### src/rtl/seg7_pkg.sv
// +-------------------------------------------------------------------------+
// | seg7_pkg : shared constants and types for the 7-segment scanner          |
// | Rev 1.0  : initial release                                               |
// +-------------------------------------------------------------------------+
`default_nettype none

package seg7_pkg;

   localparam int NUM_DIGITS = 6;

   // Active-low patterns, bit order {g,f,e,d,c,b,a}
   localparam logic [6:0] SEG_0    = 7'h40;
   localparam logic [6:0] SEG_1    = 7'h79;
   localparam logic [6:0] SEG_2    = 7'h24;
   localparam logic [6:0] SEG_3    = 7'h30;
   localparam logic [6:0] SEG_4    = 7'h19;
   localparam logic [6:0] SEG_5    = 7'h12;
   localparam logic [6:0] SEG_6    = 7'h02;
   localparam logic [6:0] SEG_7    = 7'h78;
   localparam logic [6:0] SEG_8    = 7'h00;
   localparam logic [6:0] SEG_9    = 7'h10;
   localparam logic [6:0] SEG_DASH = 7'h3F;
   localparam logic [6:0] SEG_OFF  = 7'h7F;

   localparam logic [5:0] DIG_OFF  = 6'h3F;

   typedef logic [2:0] slot_t;

   typedef enum logic [0:0] {
      BLANK = 1'b0,
      DRIVE = 1'b1
   } scan_state_t;

endpackage

`default_nettype wire

### src/rtl/seg7_if.sv
// +-------------------------------------------------------------------------+
// | seg7_if : timer digit inputs and multiplexed display outputs             |
// | Rev 1.0  : initial release                                               |
// +-------------------------------------------------------------------------+
`default_nettype none

interface seg7_if;
   import seg7_pkg::*;

   logic [3:0] h1;
   logic [3:0] h0;
   logic [3:0] m1;
   logic [3:0] m0;
   logic [3:0] s1;
   logic [3:0] s0;
   logic       one_hz_clk;
   logic [6:0] seg_n;
   logic       dp_n;
   logic [5:0] dig_n;

   modport master (
      output h1, h0, m1, m0, s1, s0, one_hz_clk,
      input  seg_n, dp_n, dig_n
   );

   modport slave (
      input  h1, h0, m1, m0, s1, s0, one_hz_clk,
      output seg_n, dp_n, dig_n
   );

endinterface

`default_nettype wire

### src/rtl/m_bcd_to_seg7.sv
// +-------------------------------------------------------------------------+
// | m_bcd_to_seg7 : combinational BCD to active-low 7-segment decoder        |
// | Rev 1.0  : initial release                                               |
// +-------------------------------------------------------------------------+
`default_nettype none

module m_bcd_to_seg7
   import seg7_pkg::*;
(
   input  logic [3:0] bcd,
   output logic [6:0] seg_n
);

   always_comb begin
      seg_n = SEG_DASH;
      case (bcd)
         4'd0:    seg_n = SEG_0;
         4'd1:    seg_n = SEG_1;
         4'd2:    seg_n = SEG_2;
         4'd3:    seg_n = SEG_3;
         4'd4:    seg_n = SEG_4;
         4'd5:    seg_n = SEG_5;
         4'd6:    seg_n = SEG_6;
         4'd7:    seg_n = SEG_7;
         4'd8:    seg_n = SEG_8;
         4'd9:    seg_n = SEG_9;
         default: seg_n = SEG_DASH;
      endcase
   end

endmodule

`default_nettype wire

### src/rtl/m_seg7_scanner.sv
// +-------------------------------------------------------------------------+
// | m_seg7_scanner : six-digit HH:MM:SS multiplexed display scanner          |
// | Build option COLON_BLINK_EN: colon dots follow the synchronised 1 Hz.    |
// | Rev 1.0  : initial release                                               |
// +-------------------------------------------------------------------------+
`default_nettype none

module m_seg7_scanner
   import seg7_pkg::*;
#(
   parameter int SCAN_DIV  = 50000,
   parameter int BLANK_CYC = 16
)(
   input  logic  clk,
   input  logic  rst_n,
   seg7_if.slave disp
);

   localparam int                CNT_W       = (SCAN_DIV > 1) ? $clog2(SCAN_DIV) : 1;
   localparam logic [CNT_W-1:0] c_cnt_last  = CNT_W'(SCAN_DIV - 1);
   localparam logic [CNT_W-1:0] c_blank_pre = CNT_W'(BLANK_CYC - 1);
   localparam slot_t             c_slot_last = slot_t'(NUM_DIGITS - 1);

   logic [CNT_W-1:0] r_cnt;
   slot_t            r_slot;
   scan_state_t      r_state;
   scan_state_t      w_state_next;
   logic             r_first;
   logic [23:0]      r_snap;
   logic [3:0]       w_bcd;
   logic [6:0]       w_dec_n;
   logic             w_colon_on;
   logic             w_wrap;
   logic             w_frame_end;
   logic [5:0]       w_dig_n;
   logic [6:0]       w_seg_n;
   logic             w_dp_n;
   logic [5:0]       r_dig_n;
   logic [6:0]       r_seg_n;
   logic             r_dp_n;

   assign w_wrap      = (r_cnt == c_cnt_last);
   assign w_frame_end = w_wrap && (r_slot == c_slot_last);

   // r_first makes the first edge after reset take the snapshot for frame 0
   always_ff @(posedge clk or negedge rst_n) begin
      if (!rst_n) begin
         r_cnt   <= '0;
         r_slot  <= '0;
         r_first <= 1'b1;
         r_snap  <= '0;
      end else begin
         r_first <= 1'b0;
         if (w_wrap) begin
            r_cnt  <= '0;
            r_slot <= w_frame_end ? slot_t'(0) : slot_t'(r_slot + 3'd1);
         end else begin
            r_cnt  <= r_cnt + 1'b1;
         end
         if (r_first || w_frame_end) begin
            r_snap <= {disp.h1, disp.h0, disp.m1, disp.m0, disp.s1, disp.s0};
         end
      end
   end

   always_ff @(posedge clk or negedge rst_n) begin
      if (!rst_n) begin
         r_state <= BLANK;
      end else begin
         r_state <= w_state_next;
      end
   end

`ifdef COLON_BLINK_EN
   logic [1:0] r_sync;

   always_ff @(posedge clk or negedge rst_n) begin
      if (!rst_n) begin
         r_sync <= 2'b00;
      end else begin
         r_sync <= {r_sync[0], disp.one_hz_clk};
      end
   end

   assign w_colon_on = r_sync[1];
`else
   assign w_colon_on = 1'b1;
`endif

   always_comb begin
      w_bcd = r_snap[3:0];
      case (r_slot)
         3'd0:    w_bcd = r_snap[23:20];
         3'd1:    w_bcd = r_snap[19:16];
         3'd2:    w_bcd = r_snap[15:12];
         3'd3:    w_bcd = r_snap[11:8];
         3'd4:    w_bcd = r_snap[7:4];
         default: w_bcd = r_snap[3:0];
      endcase
   end

   m_bcd_to_seg7 u_dec (
      .bcd   (w_bcd),
      .seg_n (w_dec_n)
   );

   always_comb begin
      w_state_next = r_state;
      w_dig_n      = DIG_OFF;
      w_seg_n      = SEG_OFF;
      w_dp_n       = 1'b1;
      case (r_state)
         BLANK: begin
            if (r_cnt == c_blank_pre) begin
               w_state_next = DRIVE;
            end
         end
         DRIVE: begin
            if (w_wrap) begin
               w_state_next = BLANK;
            end
            w_dig_n = ~(6'b100000 >> r_slot);
            w_seg_n = w_dec_n;
            w_dp_n  = ~(((r_slot == 3'd1) || (r_slot == 3'd3)) && w_colon_on);
         end
         default: w_state_next = BLANK;
      endcase
   end

   always_ff @(posedge clk or negedge rst_n) begin
      if (!rst_n) begin
         r_dig_n <= DIG_OFF;
         r_seg_n <= SEG_OFF;
         r_dp_n  <= 1'b1;
      end else begin
         r_dig_n <= w_dig_n;
         r_seg_n <= w_seg_n;
         r_dp_n  <= w_dp_n;
      end
   end

   assign disp.dig_n = r_dig_n;
   assign disp.seg_n = r_seg_n;
   assign disp.dp_n  = r_dp_n;

endmodule

`default_nettype wire

### src/flat_wrapper.sv
// flat-port wrapper written by rule: the top's interface ports become plain ports
module m_seg7_scanner_flat import seg7_pkg::*;
#(
   parameter int SCAN_DIV  = 50000,
   parameter int BLANK_CYC = 16
)
  (clk, rst_n, disp_h1, disp_h0, disp_m1, disp_m0, disp_s1, disp_s0, disp_one_hz_clk, disp_seg_n, disp_dp_n, disp_dig_n);
  seg7_if disp_i ();
  input  logic clk;
  input  logic rst_n;
  input wire logic [$bits(disp_i.h1)-1:0] disp_h1;
  input wire logic [$bits(disp_i.h0)-1:0] disp_h0;
  input wire logic [$bits(disp_i.m1)-1:0] disp_m1;
  input wire logic [$bits(disp_i.m0)-1:0] disp_m0;
  input wire logic [$bits(disp_i.s1)-1:0] disp_s1;
  input wire logic [$bits(disp_i.s0)-1:0] disp_s0;
  input wire logic [$bits(disp_i.one_hz_clk)-1:0] disp_one_hz_clk;
  output wire logic [$bits(disp_i.seg_n)-1:0] disp_seg_n;
  output wire logic [$bits(disp_i.dp_n)-1:0] disp_dp_n;
  output wire logic [$bits(disp_i.dig_n)-1:0] disp_dig_n;
  assign disp_i.h1 = disp_h1;
  assign disp_i.h0 = disp_h0;
  assign disp_i.m1 = disp_m1;
  assign disp_i.m0 = disp_m0;
  assign disp_i.s1 = disp_s1;
  assign disp_i.s0 = disp_s0;
  assign disp_i.one_hz_clk = disp_one_hz_clk;
  assign disp_seg_n = disp_i.seg_n;
  assign disp_dp_n = disp_i.dp_n;
  assign disp_dig_n = disp_i.dig_n;
  m_seg7_scanner #(.SCAN_DIV(SCAN_DIV), .BLANK_CYC(BLANK_CYC)) u_core (.clk(clk), .rst_n(rst_n), .disp(disp_i));
endmodule
### config.mk
export PLATFORM = sky130hd
export DESIGN_NAME = m_seg7_scanner_flat
export DESIGN_NICKNAME = d
export VERILOG_FILES = /design/src/rtl/seg7_pkg.sv /design/src/rtl/seg7_if.sv /design/src/rtl/m_bcd_to_seg7.sv /design/src/rtl/m_seg7_scanner.sv /design/src/flat_wrapper.sv
export SDC_FILE = /design/constraint.sdc
export NUM_CORES = 1
export LEC_CHECK = 0
export ABC_CLOCK_PERIOD_IN_PS = 3400
export BUFFER_PORTS_ARGS = -buffer_cell sky130_fd_sc_hd__buf_2
export CAP_MARGIN = 20
export CORE_UTILIZATION = 40
export DETAILED_ROUTE_END_ITERATION = 16
export PLACE_DENSITY = 0.57
export REMOVE_ABC_BUFFERS = 1
export SYNTH_ARGS = -nofsm -noshare
export SYNTH_HDL_FRONTEND = slang
export SYNTH_SLANG_ARGS = --single-unit
export TNS_END_PERCENT = 50
### constraint.sdc
create_clock -name clk -period 3.4 [get_ports clk]
set_input_delay 0.34 -clock clk [delete_from_list [all_inputs] [get_ports clk]]
set_output_delay 0.34 -clock clk [all_outputs]
set_load 0.005 [all_outputs]
==> flow_summary.json <==
{
  "wl_per_cell_um": 14.1,
  "first_global_vias": 1734,
  "synthCells": 231,
  "antenna_found_initial": 0,
  "drive_gt1_frac": 0.320,
  "worstMarginPinSlew_ns": 0.746,
  "core-area_sq_um": 6490,
  "p_per_area_nw_per_um2": 490,
  "vias": 1812,
  "ir_drop_uv": 283,
  "synthArstFlopShare": 1.00,
  "arrival_ns": 2.80,
  "ys_ff_latch": 59,
  "slew_headroom": 0.488,
  "die_x_um": 84.9,
  "seqPwrFrac": 0.494,
  "first_pass_iters": 10,
  "path_clk_slew_ns": 0.06,
  "skew_ns": 0.0110,
  "final_cell_mix": "44 x dfrtp_1, 39 x buf_2, 16 x mux2_1",
  "clock_power_share": 0.426,
  "cts_hold_buffers": 0,
  "clockBufferDepth": 2,
  "violations": "DRC",
  "rows": 29,
  "yosys_most_used_dff": "dfrtp_1",
  "numCtsBuffers": 9,
  "pin_count": 41,
  "drv_slew": 0,
  "combinationalPowerShare": 0.080,
  "synth_seq_area_share": 0.543,
  "max_freq_mhz": 394,
  "p_leak_nw": 1.41,
  "grt_use_total": 0.154,
  "switching_power_w": 0.000350,
  "synth_edf_count": 0,
  "finalSetupViolCount": 0,
  "ff2ff_setup_slack_ns": 0.86,
  "die_y_um": 84.9,
  "fin_nets": 309,
  "cap_violations": 0,
  "netSwitchingFraction": 0.224,
  "yosysUniqueCellTypes": 48,
  "cts_setup_buffers": 0,
  "internal_power_w": 0.00121,
  "cp-end-kind": "register",
  "setup-tns-final_ns": 0,
  "port_buffers": 39,
  "drc": 3,
  "area_growth_pct": 16.0,
  "design.die.area_sq_um": 7210,
  "critPathLaunchType": "register",
  "grt_max_degree": 35,
  "fin_crit_ns": 2.54,
  "drt_iter0_markers": 76,
  "hpwl_um": 3410,
  "min_period_over_period": 0.747,
  "rsz0062_at_grt": "false",
  "ys_warn_count": 0,
  "wirelength_um": 4990,
  "ctsRootBufferMaster": "clkbuf_8",
  "grt_pass1_wl_um": 8480,
  "cts.sinks": 59,
  "layout_commonest_cell": "dfrtp_1",
  "netlist_area_sq_um": 2750,
  "status": "complete, but fails checks",
  "cp.required_ns": 3.66,
  "initial_core_util": 0.424,
  "insertedDiodeCount": 0,
  "syn_area_per_cell_sq_um": 11.9,
  "drt-vias-per-instance": 5.10,
  "critPathKind": "reg2reg",
  "ant_nets": 0,
  "h-tree-depth": 3,
  "clk_latency_ns": 0.33,
  "hold_viol": 0,
  "grt_overflow": 0,
  "gp_congestion": 0.731,
  "fin_util": 0.491,
  "cts_tree": "yes",
  "nFillCells": 581,
  "worstPathMaxFanout": 11,
  "cts_resized": 0,
  "min_path_type": "in2async"
}
-- power by group through the flow --
stage	clock network [W]	registers (W)	logic, W
after floorplan	0	0.000782	0.0000708
after global placement	0	0.000784	0.000126
after detailed placement	0	0.000784	0.000128
after CTS	0.000684	0.000772	0.000128
after global routing	0.000716	0.000776	0.000143
final	0.000666	0.000771	0.000125
-- area by class of cell --
class	count	area (sq um)	area share
flip-flops and latches	59	1500	0.468
multi-input cells	151	1130	0.355
repair buffers	42	218	0.0682
clock buffers	12	165	0.0517
well taps	77	96.3	0.0302
clock inverters	4	47.5	0.0149
inverters	10	37.5	0.0118
-- layer usage --
layer  part of all wire  track usage  up-vias  wire [um]
met4             0.0094       0.0508        0         47
met2               0.44        0.219       30       2200
met5                  0            0        -          0
met3              0.036       0.0574        4        181
met1               0.51        0.217      881       2570
li1                   -            -      897          -
-- state kept, by name, indices dropped and copies added (netlist names) --
register,cells
u_core.r_first,1
u_core.r_cnt,16
u_core.r_snap,24
u_core.r_slot,3
u_core.disp.dp_n,1
u_core.disp.dig_n,6
u_core.disp.seg_n,7
u_core.r_state,1
-- cells in the mapped netlist (2+ instances only) --
master / count / area, sq um
buf_6: 2 / 22.5
o21ai_0: 11 / 55.1
clkbuf_8: 3 / 41.3
or3_1: 2 / 12.5
nor2_1: 14 / 52.6
ha_1: 9 / 113
nor3_1: 4 / 20.0
buf_2: 3 / 15.0
nand2_1: 15 / 56.3
mux2_2: 10 / 113
a211oi_1: 2 / 15.0
clkbuf_1: 2 / 7.51
a22oi_1: 3 / 22.5
nand3b_1: 3 / 22.5
xnor2_1: 7 / 61.3
a32oi_1: 2 / 17.5
mux2_1: 16 / 180
nand3_1: 13 / 65.1
a222oi_1: 2 / 20.0
dfstp_2: 15 / 394
nor4_1: 2 / 12.5
xor2_1: 6 / 52.6
and2_1: 3 / 18.8
inv_1: 10 / 37.5
nand4_1: 3 / 18.8
and3_1: 3 / 18.8
dfrtp_1: 44 / 1100
a21oi_1: 2 / 10.0
-- metrics by stage --
step | power, W | cell area, sq um | hold WS [ns] | setup WS, ns | cells
4_1_cts | 0.00158 | 3190 | 0.118 | 0.851 | 355
6_report | 0.00156 | 3190 | 0.0731 | 0.861 | 355
5_1_grt | 0.00164 | 3190 | 0.132 | 0.680 | 355
3_5_place_dp | 0.000912 | 2980 | 0.446 | 0.865 | 339
3_3_place_gp | 0.000910 | 2980 | 0.439 | 0.867 | 339
2_1_floorplan | 0.000853 | 2660 | 0.0444 | 0.682 | 220
-- worst paths after layout --
| path | startpoint | to | depth (start not counted) |
|---|---|---|---|
| max | u_core.r_slot[0] | u_core.disp.seg_n[3] | 7 |
| min | rst_n | u_core.r_snap[18] | 1 |
| max reg2reg | u_core.r_slot[0] | u_core.disp.seg_n[3] | 7 |
| min reg2reg | u_core.r_cnt[0] | u_core.r_cnt[0] | 1 |
| max in group asynchronous | rst_n | u_core.r_first | 2 |
| min in group clk | disp_h0[3] | u_core.r_snap[19] | 2 |
-- critical path, cell delays in order, from the launching register on --
cell	delay [ns]
dfrtp_1	0.40
ha_1	0.21
ha_1	0.28
or2_4	0.27
or2_1	0.28
mux2_4	0.38
or4b_1	0.55
nand4_1	0.11
-- cell families (layout without fill, tap and decap cells) --
family / after synthesis / in the layout / share of synthesized area
buffers and inverters: 21 / 68 / 0.0478
adder cells (fa/ha/maj): 9 / 9 / 0.0409
other: 1 / 1 / 0.00136
XOR/XNOR: 13 / 13 / 0.0414
multiplexers: 28 / 28 / 0.116
AND/OR/NAND/NOR: 70 / 70 / 0.131
flip-flops: 59 / 59 / 0.543
AO/OA/AOI/OAI: 30 / 30 / 0.0791
Note: power is estimated with default switching activity, not from simulation.
